[config.mk]
export PLATFORM = sky130hd
export DESIGN_NAME = eq_band_mixer
export DESIGN_NICKNAME = d
export VERILOG_FILES = /design/src/rtl/eq_band_mixer.sv
export SDC_FILE = /design/constraint.sdc
export NUM_CORES = 2
export LEC_CHECK = 0
export ABC_CLOCK_PERIOD_IN_PS = 12000
export CAP_MARGIN = 20
export CORE_MARGIN = 1
export CORE_UTILIZATION = 40
export DETAILED_ROUTE_END_ITERATION = 8
export PLACE_DENSITY = 0.57
export SLEW_MARGIN = 20
export SYNTH_ARGS = -nofsm -noshare
export SYNTH_HDL_FRONTEND = slang
export SYNTH_SLANG_ARGS = --single-unit
[constraint.sdc]
create_clock -name clk -period 12 [get_ports clk]
set_input_delay 2.4 -clock clk [delete_from_list [all_inputs] [get_ports clk]]
set_output_delay 2.4 -clock clk [all_outputs]
set_load 0.02 [all_outputs]
[src/rtl/eq_band_mixer.sv]
// Time-multiplexed stereo band mixer: slew-limited per-band gains, one shared
// multiplier for the band MAC and master volume, saturating W-bit output.
module eq_band_mixer #(
  parameter int NUM_BANDS = 5,
  parameter int W         = 16,
  parameter int GAIN_STEP = 256
) (
  input  logic                      clk,
  input  logic                      rst_n,
  input  logic                      smpl_vld,
  input  logic [NUM_BANDS*W-1:0]    band_lft,
  input  logic [NUM_BANDS*W-1:0]    band_rght,
  input  logic [NUM_BANDS*12-1:0]   pot_band,
  input  logic [11:0]               pot_vol,
  input  logic                      clr_flags,
  output logic signed [W-1:0]       aud_out_lft,
  output logic signed [W-1:0]       aud_out_rght,
  output logic                      out_vld,
  output logic                      busy,
  output logic                      sat_flag,
  output logic                      ovr_flag
);

  localparam int CW = $clog2(NUM_BANDS);
  localparam int SW = CW + 1;
  localparam int AW = W + 13 + CW;
  localparam int MW = AW - 11;
  localparam int PW = MW + 13;
  localparam logic [SW-1:0] LAST_STEP = SW'(2 * NUM_BANDS - 1);
  localparam logic [11:0]   STEP12    = 12'(GAIN_STEP);
  localparam logic signed [PW-1:0] OUT_MAX = {{(PW-W+1){1'b0}}, {(W-1){1'b1}}};
  localparam logic signed [PW-1:0] OUT_MIN = {{(PW-W+1){1'b1}}, {(W-1){1'b0}}};

  typedef enum logic [2:0] {IDLE, MAC, VOL_L, VOL_R, OUT} state_t;

  state_t state, state_nxt;

  logic signed [W-1:0]  smp_l [NUM_BANDS];
  logic signed [W-1:0]  smp_r [NUM_BANDS];
  logic [11:0]          gain     [NUM_BANDS];
  logic [11:0]          gain_nxt [NUM_BANDS];
  logic [11:0]          vol_q;
  logic signed [AW-1:0] acc_l, acc_r;
  logic [SW-1:0]        step;
  logic [CW-1:0]        band_idx;
  logic signed [W-1:0]  res_l;
  logic                 sat_l;

  logic signed [W-1:0]  mac_smp;
  logic signed [MW-1:0] mul_a;
  logic signed [12:0]   mul_b;
  logic signed [PW-1:0] mul_p;
  logic signed [PW-1:0] vol_p;
  logic                 sat_hi, sat_lo;
  logic signed [W-1:0]  sat_val;
  logic                 sat_set, ovr_set;

  logic [11:0]          pot_k;
  int                   diff;

  assign band_idx = step[SW-1:1];
  assign out_vld  = (state == OUT);
  assign busy     = (state != IDLE);

  always_ff @(posedge clk or negedge rst_n) begin
    if (!rst_n) state <= IDLE;
    else        state <= state_nxt;
  end

  always_comb begin
    state_nxt = state;
    case (state)
      IDLE:    if (smpl_vld) state_nxt = MAC;
      MAC:     if (step == LAST_STEP) state_nxt = VOL_L;
      VOL_L:   state_nxt = VOL_R;
      VOL_R:   state_nxt = OUT;
      OUT:     state_nxt = IDLE;
      default: state_nxt = IDLE;
    endcase
  end

  // Each gain moves toward its pot by at most GAIN_STEP per accepted sample.
  always_comb begin
    pot_k = '0;
    diff  = 0;
    for (int k = 0; k < NUM_BANDS; k++) begin
      pot_k = pot_band[k*12 +: 12];
      diff  = int'(pot_k) - int'(gain[k]);
      if (GAIN_STEP == 0 || (diff <= GAIN_STEP && diff >= -GAIN_STEP))
        gain_nxt[k] = pot_k;
      else if (diff > 0)
        gain_nxt[k] = gain[k] + STEP12;
      else
        gain_nxt[k] = gain[k] - STEP12;
    end
  end

  always_comb begin
    mac_smp = step[0] ? smp_r[band_idx] : smp_l[band_idx];
    mul_a   = '0;
    mul_b   = '0;
    case (state)
      MAC: begin
        mul_a = {{(MW-W){mac_smp[W-1]}}, mac_smp};
        mul_b = {1'b0, gain[band_idx]};
      end
      VOL_L: begin
        mul_a = acc_l[AW-1:11];
        mul_b = {1'b0, vol_q};
      end
      VOL_R: begin
        mul_a = acc_r[AW-1:11];
        mul_b = {1'b0, vol_q};
      end
      default: ;
    endcase
    mul_p = mul_a * mul_b;
  end

  always_comb begin
    vol_p   = mul_p >>> 12;
    sat_hi  = (vol_p > OUT_MAX);
    sat_lo  = (vol_p < OUT_MIN);
    sat_val = vol_p[W-1:0];
    if (sat_hi)      sat_val = OUT_MAX[W-1:0];
    else if (sat_lo) sat_val = OUT_MIN[W-1:0];
    sat_set = (state == VOL_R) && (sat_l || sat_hi || sat_lo);
    ovr_set = smpl_vld && (state != IDLE);
  end

  // Left result is parked until the right one is ready so both outputs change together.
  always_ff @(posedge clk or negedge rst_n) begin
    if (!rst_n) begin
      for (int k = 0; k < NUM_BANDS; k++) begin
        smp_l[k] <= '0;
        smp_r[k] <= '0;
        gain[k]  <= 12'd2048;
      end
      vol_q        <= '0;
      acc_l        <= '0;
      acc_r        <= '0;
      step         <= '0;
      res_l        <= '0;
      sat_l        <= 1'b0;
      aud_out_lft  <= '0;
      aud_out_rght <= '0;
    end else begin
      case (state)
        IDLE: begin
          if (smpl_vld) begin
            for (int k = 0; k < NUM_BANDS; k++) begin
              smp_l[k] <= band_lft[k*W +: W];
              smp_r[k] <= band_rght[k*W +: W];
              gain[k]  <= gain_nxt[k];
            end
            vol_q <= pot_vol;
            acc_l <= '0;
            acc_r <= '0;
            step  <= '0;
          end
        end
        MAC: begin
          if (step[0]) acc_r <= acc_r + mul_p[AW-1:0];
          else         acc_l <= acc_l + mul_p[AW-1:0];
          step <= step + 1'b1;
        end
        VOL_L: begin
          res_l <= sat_val;
          sat_l <= sat_hi || sat_lo;
        end
        VOL_R: begin
          aud_out_lft  <= res_l;
          aud_out_rght <= sat_val;
        end
        default: ;
      endcase
    end
  end

  // Sticky flags: a set event in the same cycle beats clr_flags.
  always_ff @(posedge clk or negedge rst_n) begin
    if (!rst_n) begin
      sat_flag <= 1'b0;
      ovr_flag <= 1'b0;
    end else begin
      if (sat_set)        sat_flag <= 1'b1;
      else if (clr_flags) sat_flag <= 1'b0;
      if (ovr_set)        ovr_flag <= 1'b1;
      else if (clr_flags) ovr_flag <= 1'b0;
    end
  end

endmodule

==> impl_results.html <==
<table>
<tr><th>Metric</th><th>Value</th></tr>
<tr><th colspan="2">Die</th></tr>
<tr><td>Ports placed on the boundary</td><td>272</td></tr>
<tr><td>Die outline area</td><td>0.0792 mm2</td></tr>
<tr><td>Site row count</td><td>102</td></tr>
<tr><td>Die H</td><td>281 um</td></tr>
<tr><td>Starting Density</td><td>40.4%</td></tr>
<tr><td>Chip width</td><td>281 um</td></tr>
<tr><td>Area of the placeable core</td><td>0.0773 mm2</td></tr>
<tr><th colspan="2">Timing</th></tr>
<tr><td>Max-slew headroom at the worst pin</td><td>32.4%</td></tr>
<tr><td>Minimum period implied by the final worst setup slack</td><td>10.07 ns</td></tr>
<tr><td>Highest achievable clock rate</td><td>99.3 MHz</td></tr>
<tr><td>RSZ-0062 raised after global routing</td><td>false</td></tr>
<tr><td>Clock Skew</td><td>0.0487 ns</td></tr>
<tr><td>Setup-violating endpoint count in the final report</td><td>0</td></tr>
<tr><td>Slew of the pin with the lowest slew margin</td><td>1.01 ns</td></tr>
<tr><td>Number of slew-limit violations in the final report</td><td>0</td></tr>
<tr><td>Final-layout setup total negative slack</td><td>0 ns</td></tr>
<tr><td>Final cycle utilization of the critical path</td><td>83.9%</td></tr>
<tr><td>Final Hold Slack</td><td>0.466 ns</td></tr>
<tr><td>Final Hold Vio Count</td><td>0</td></tr>
<tr><th colspan="2">Placed design</th></tr>
<tr><td>RePlAce Congestion</td><td>0.888</td></tr>
<tr><td>Count of buffers inserted at the top-level ports</td><td>271</td></tr>
<tr><td>Half-perimeter wire length after detailed placement</td><td>68400 um</td></tr>
<tr><th colspan="2">CTS</th></tr>
<tr><td>Number of buffers on the longest clock path</td><td>3</td></tr>
<tr><td>CTS tree</td><td>done</td></tr>
<tr><td>Post-CTS setup buffers</td><td>0</td></tr>
<tr><td>Clk slew on worst S/H paths</td><td>0.06 ns</td></tr>
<tr><td>Clock sink count</td><td>354</td></tr>
<tr><td>Quantity of hold-fixing buffers added after cts</td><td>0</td></tr>
<tr><td>Master cell of the clock root buffer</td><td>sky130_fd_sc_hd__clkbuf_16</td></tr>
<tr><td>Number of clock buffers inserted by TritonCTS</td><td>44</td></tr>
<tr><td>Number of resized instances in the post-cts repair step</td><td>0</td></tr>
<tr><td>Later-pin clock latency in the skew report</td><td>0.60 ns</td></tr>
<tr><td>Number of H-tree levels</td><td>2</td></tr>
<tr><th colspan="2">Global routing</th></tr>
<tr><td>Number of antenna violations at the first check in global routing</td><td>0</td></tr>
<tr><td>Final global-route overflow total</td><td>0</td></tr>
<tr><td>Wire length of the first global-routing pass</td><td>139000 um</td></tr>
<tr><td>GRT Util Overall</td><td>22.3%</td></tr>
<tr><td>Via count of the first global-routing pass</td><td>24874</td></tr>
<tr><td>Pin count of the biggest net entering global routing</td><td>100</td></tr>
<tr><th colspan="2">Layout</th></tr>
<tr><td># diodes</td><td>0</td></tr>
<tr><td>Layout net count</td><td>4454</td></tr>
<tr><td>Synth-to-Final Area Change</td><td>17.0%</td></tr>
<tr><td>Ratio of cells with drive above 1 in the final layout</td><td>7.24%</td></tr>
<tr><th colspan="2">Setup path</th></tr>
<tr><td>Setup slack of the worst register-to-register path</td><td>1.93 ns</td></tr>
<tr><td>Kind of cell adding the most delay to the critical path</td><td>adder cells</td></tr>
<tr><td>Setup crit start kind</td><td>flop</td></tr>
<tr><td>Cell repeated most along the worst path</td><td>sky130_fd_sc_hd__fa_1</td></tr>
<tr><td>Maximum cell stage delay along the critical path</td><td>0.88 ns</td></tr>
<tr><td>Category of the critical setup timing path</td><td>flop to flop</td></tr>
<tr><td>CP Capture Type</td><td>flop</td></tr>
<tr><td>Slowest cell on the critical path</td><td>sky130_fd_sc_hd__dfrtp_4</td></tr>
<tr><td>Largest fanout on the critical path</td><td>35</td></tr>
<tr><td>Required time at the worst-slack endpoint</td><td>12.45 ns</td></tr>
<tr><td>Arrival time reported for the critical path endpoint</td><td>10.52 ns</td></tr>
<tr><td>Buffer and inverter count on the worst path</td><td>5</td></tr>
<tr><th colspan="2">Route</th></tr>
<tr><td>Number of violations reported at the end of detailed-routing iteration 0</td><td>1487</td></tr>
<tr><td>DRC violations left</td><td>0</td></tr>
<tr><td>Via count normalized by instance count</td><td>5.14</td></tr>
<tr><td>Number of antenna-violating nets in the routed design</td><td>0</td></tr>
<tr><td>Routed length per instance</td><td>18.0 um</td></tr>
<tr><td>Via count</td><td>24885</td></tr>
<tr><td>Final Routed Wirelength</td><td>87200 um</td></tr>
<tr><td>Pre-antenna DRT Iters</td><td>5</td></tr>
<tr><th colspan="2">Min path</th></tr>
<tr><td>Worst hold path class</td><td>flop to flop</td></tr>
<tr><th colspan="2">Synth</th></tr>
<tr><td>Flip-flop and latch count after synthesis</td><td>354</td></tr>
<tr><td>Dominant register cell in the synthesized netlist</td><td>sky130_fd_sc_hd__dfrtp_1</td></tr>
<tr><td>Proportion of register bits with asynchronous set or reset after synthesis</td><td>100%</td></tr>
<tr><td>Sequential-to-total area share from yosys stat</td><td>28.4%</td></tr>
<tr><td>Synthesized netlist cell count</td><td>3550</td></tr>
<tr><td>Synthesized cell area</td><td>0.0312 mm2</td></tr>
<tr><td>Number of nets in the synthesized netlist</td><td>4237</td></tr>
<tr><td>Post-synthesis cell type count</td><td>101</td></tr>
<tr><td>Count of warnings emitted by yosys</td><td>0</td></tr>
<tr><td>Avg Inst Size Synth</td><td>8.80 um2</td></tr>
<tr><td>EDFF count, synth</td><td>0</td></tr>
<tr><th colspan="2">Status</th></tr>
<tr><td>Status</td><td>finished, final reports clean</td></tr>
<tr><th colspan="2">Job</th></tr>
<tr><td>Maxcap violations</td><td>0</td></tr>
</table>
[Yosys cell counts (13+ instances only)]
cell type	count	share of area (%)
sky130_fd_sc_hd__nor2b_1	39	0.78
sky130_fd_sc_hd__a31oi_1	13	0.26
sky130_fd_sc_hd__o21ai_0	161	2.6
sky130_fd_sc_hd__o2111ai_1	13	0.36
sky130_fd_sc_hd__a21o_1	35	0.84
sky130_fd_sc_hd__a211oi_1	16	0.38
sky130_fd_sc_hd__o31ai_1	15	0.36
sky130_fd_sc_hd__fa_1	240	15
sky130_fd_sc_hd__or3_1	27	0.54
sky130_fd_sc_hd__inv_1	421	5.1
sky130_fd_sc_hd__mux4_2	44	3.2
sky130_fd_sc_hd__and2_1	27	0.54
sky130_fd_sc_hd__ha_1	211	8.5
sky130_fd_sc_hd__xnor2_1	69	1.9
sky130_fd_sc_hd__o21ai_1	40	0.64
sky130_fd_sc_hd__a22oi_1	47	1.1
sky130_fd_sc_hd__dfrtp_1	349	28
sky130_fd_sc_hd__xor2_1	53	1.5
sky130_fd_sc_hd__nor2_1	210	2.5
sky130_fd_sc_hd__nand2b_1	35	0.70
sky130_fd_sc_hd__a21oi_1	122	2.0
sky130_fd_sc_hd__nand3_1	40	0.64
sky130_fd_sc_hd__o21bai_1	13	0.31
sky130_fd_sc_hd__o21a_1	25	0.60
sky130_fd_sc_hd__clkbuf_1	123	1.5
sky130_fd_sc_hd__nor3_1	39	0.63
sky130_fd_sc_hd__o211ai_1	15	0.36
sky130_fd_sc_hd__nand2_1	822	9.9
sky130_fd_sc_hd__mux2i_1	34	1.1
sky130_fd_sc_hd__mux2_2	37	1.3
[layout make-up]
type	count	area, um2
clock inverter	17	220
fill	7541	40800
inverter	422	1580
sequential	354	8870
clock buffer	62	1290
timing repair buffer	311	3030
multi-input combinational	2634	20200
tap	1040	1300
[state kept, by name, summed over array words and instances, names as in the netlist, 16 cells and up]
register and cells:
aud_out_rght 16, aud_out_lft 16, acc_l 32, smp_l 80, acc_r 32, gain 60, smp_r 80, res_l 16
[stage by stage]
stage	instance area, um2	std cells	util [%]	setup slack, ns
6_report	36500	4840	47.2	1.93
3_5_place_dp	35000	4761	45.3	2.00
4_1_cts	36500	4840	47.2	1.97
5_1_grt	36500	4840	47.2	1.31
2_1_floorplan	31200	3550	-	3.10
3_3_place_gp	35000	4761	45.3	2.09
[placed cells by master (no fill, tap or decap), types with 13 or more instances in the layout]
cell type                         count
sky130_fd_sc_hd__buf_4               39
sky130_fd_sc_hd__fa_1               240
sky130_fd_sc_hd__clkdlybuf4s50_1    270
sky130_fd_sc_hd__nand2_1            820
sky130_fd_sc_hd__or3_1               27
sky130_fd_sc_hd__o211ai_1            15
sky130_fd_sc_hd__o2111ai_1           13
sky130_fd_sc_hd__a21o_1              35
sky130_fd_sc_hd__a31oi_1             13
sky130_fd_sc_hd__a22oi_1             47
sky130_fd_sc_hd__xnor2_1             69
sky130_fd_sc_hd__xor2_1              53
sky130_fd_sc_hd__o21ai_1             40
sky130_fd_sc_hd__o21ai_0            161
sky130_fd_sc_hd__a211oi_1            16
sky130_fd_sc_hd__and2_1              26
sky130_fd_sc_hd__mux2i_1             34
sky130_fd_sc_hd__inv_1              421
sky130_fd_sc_hd__nand3_1             40
sky130_fd_sc_hd__nor3_1              38
sky130_fd_sc_hd__mux2_2              37
sky130_fd_sc_hd__nor2_1             208
sky130_fd_sc_hd__o21a_1              25
sky130_fd_sc_hd__dfrtp_1            347
sky130_fd_sc_hd__mux4_2              44
sky130_fd_sc_hd__nand2b_1            33
sky130_fd_sc_hd__clkbuf_16           44
sky130_fd_sc_hd__nor2b_1             39
sky130_fd_sc_hd__ha_1               211
sky130_fd_sc_hd__a21oi_1            122
sky130_fd_sc_hd__o31ai_1             15
sky130_fd_sc_hd__o21bai_1            13
[worst register-to-register path, delay by kind of cell (launching register included)]
| kind | cells | cell delay (ns) |
|---|---|---|
| AO/OA/AOI/OAI | 14 | 2.24 |
| XOR/XNOR | 2 | 0.54 |
| flip-flops | 1 | 0.88 |
| multiplexers | 1 | 0.55 |
| buffers and inverters | 5 | 0.67 |
| AND/OR/NAND/NOR | 6 | 1.72 |
| adder cells (fa/ha/maj) | 7 | 3.36 |
[logic make-up (layout without fill, tap and decap cells)]
| group | count (synthesis) | after routing | synth area share [%] |
|---|---|---|---|
| xor gates and xnor gates | 124 | 124 | 3.53 |
| DFF | 354 | 354 | 28.4 |
| muxes | 125 | 125 | 6.01 |
| adders and majority gates | 451 | 451 | 23.8 |
| buffers and inverters | 562 | 812 | 6.86 |
| and+or+nand+nor | 1318 | 1318 | 18.3 |
| AOI/OAI and AO/OA | 616 | 616 | 13.1 |
[path summary, 6_finish.rpt]
kind / end / cells after the start / startpoint
min in group asynchronous: aud_out_rght[0]$_DFFE_PN0N_ / 1 / rst_n
worst max register to register: acc_r[30]$_DFFE_PN0P_ / 35 / step[1]$_DFFE_PN0P_
worst min-delay path: smp_l[20]$_DFFE_PN0P_ / 2 / smp_l[20]$_DFFE_PN0P_
max in group asynchronous: smp_r[10]$_DFFE_PN0P_ / 3 / rst_n
worst max-delay path: acc_r[30]$_DFFE_PN0P_ / 35 / step[1]$_DFFE_PN0P_
worst min register to register: smp_l[20]$_DFFE_PN0P_ / 2 / smp_l[20]$_DFFE_PN0P_
[layer usage]
metal / share of wire (%) / vias up / routed length (um) / track usage, %
met5: 0 / - / 0 / 0
met1: 49 / 12005 / 43100 / 33.4
met2: 43 / 633 / 37800 / 34.1
met4: 1.6 / 0 / 1410 / 4.33
li1: - / 12153 / - / -
met3: 5.6 / 94 / 4870 / 3.41
Power is left out: the tool's default activity adds up to more than one toggle a clock period on the data nets, which glitch-free logic cannot reach.
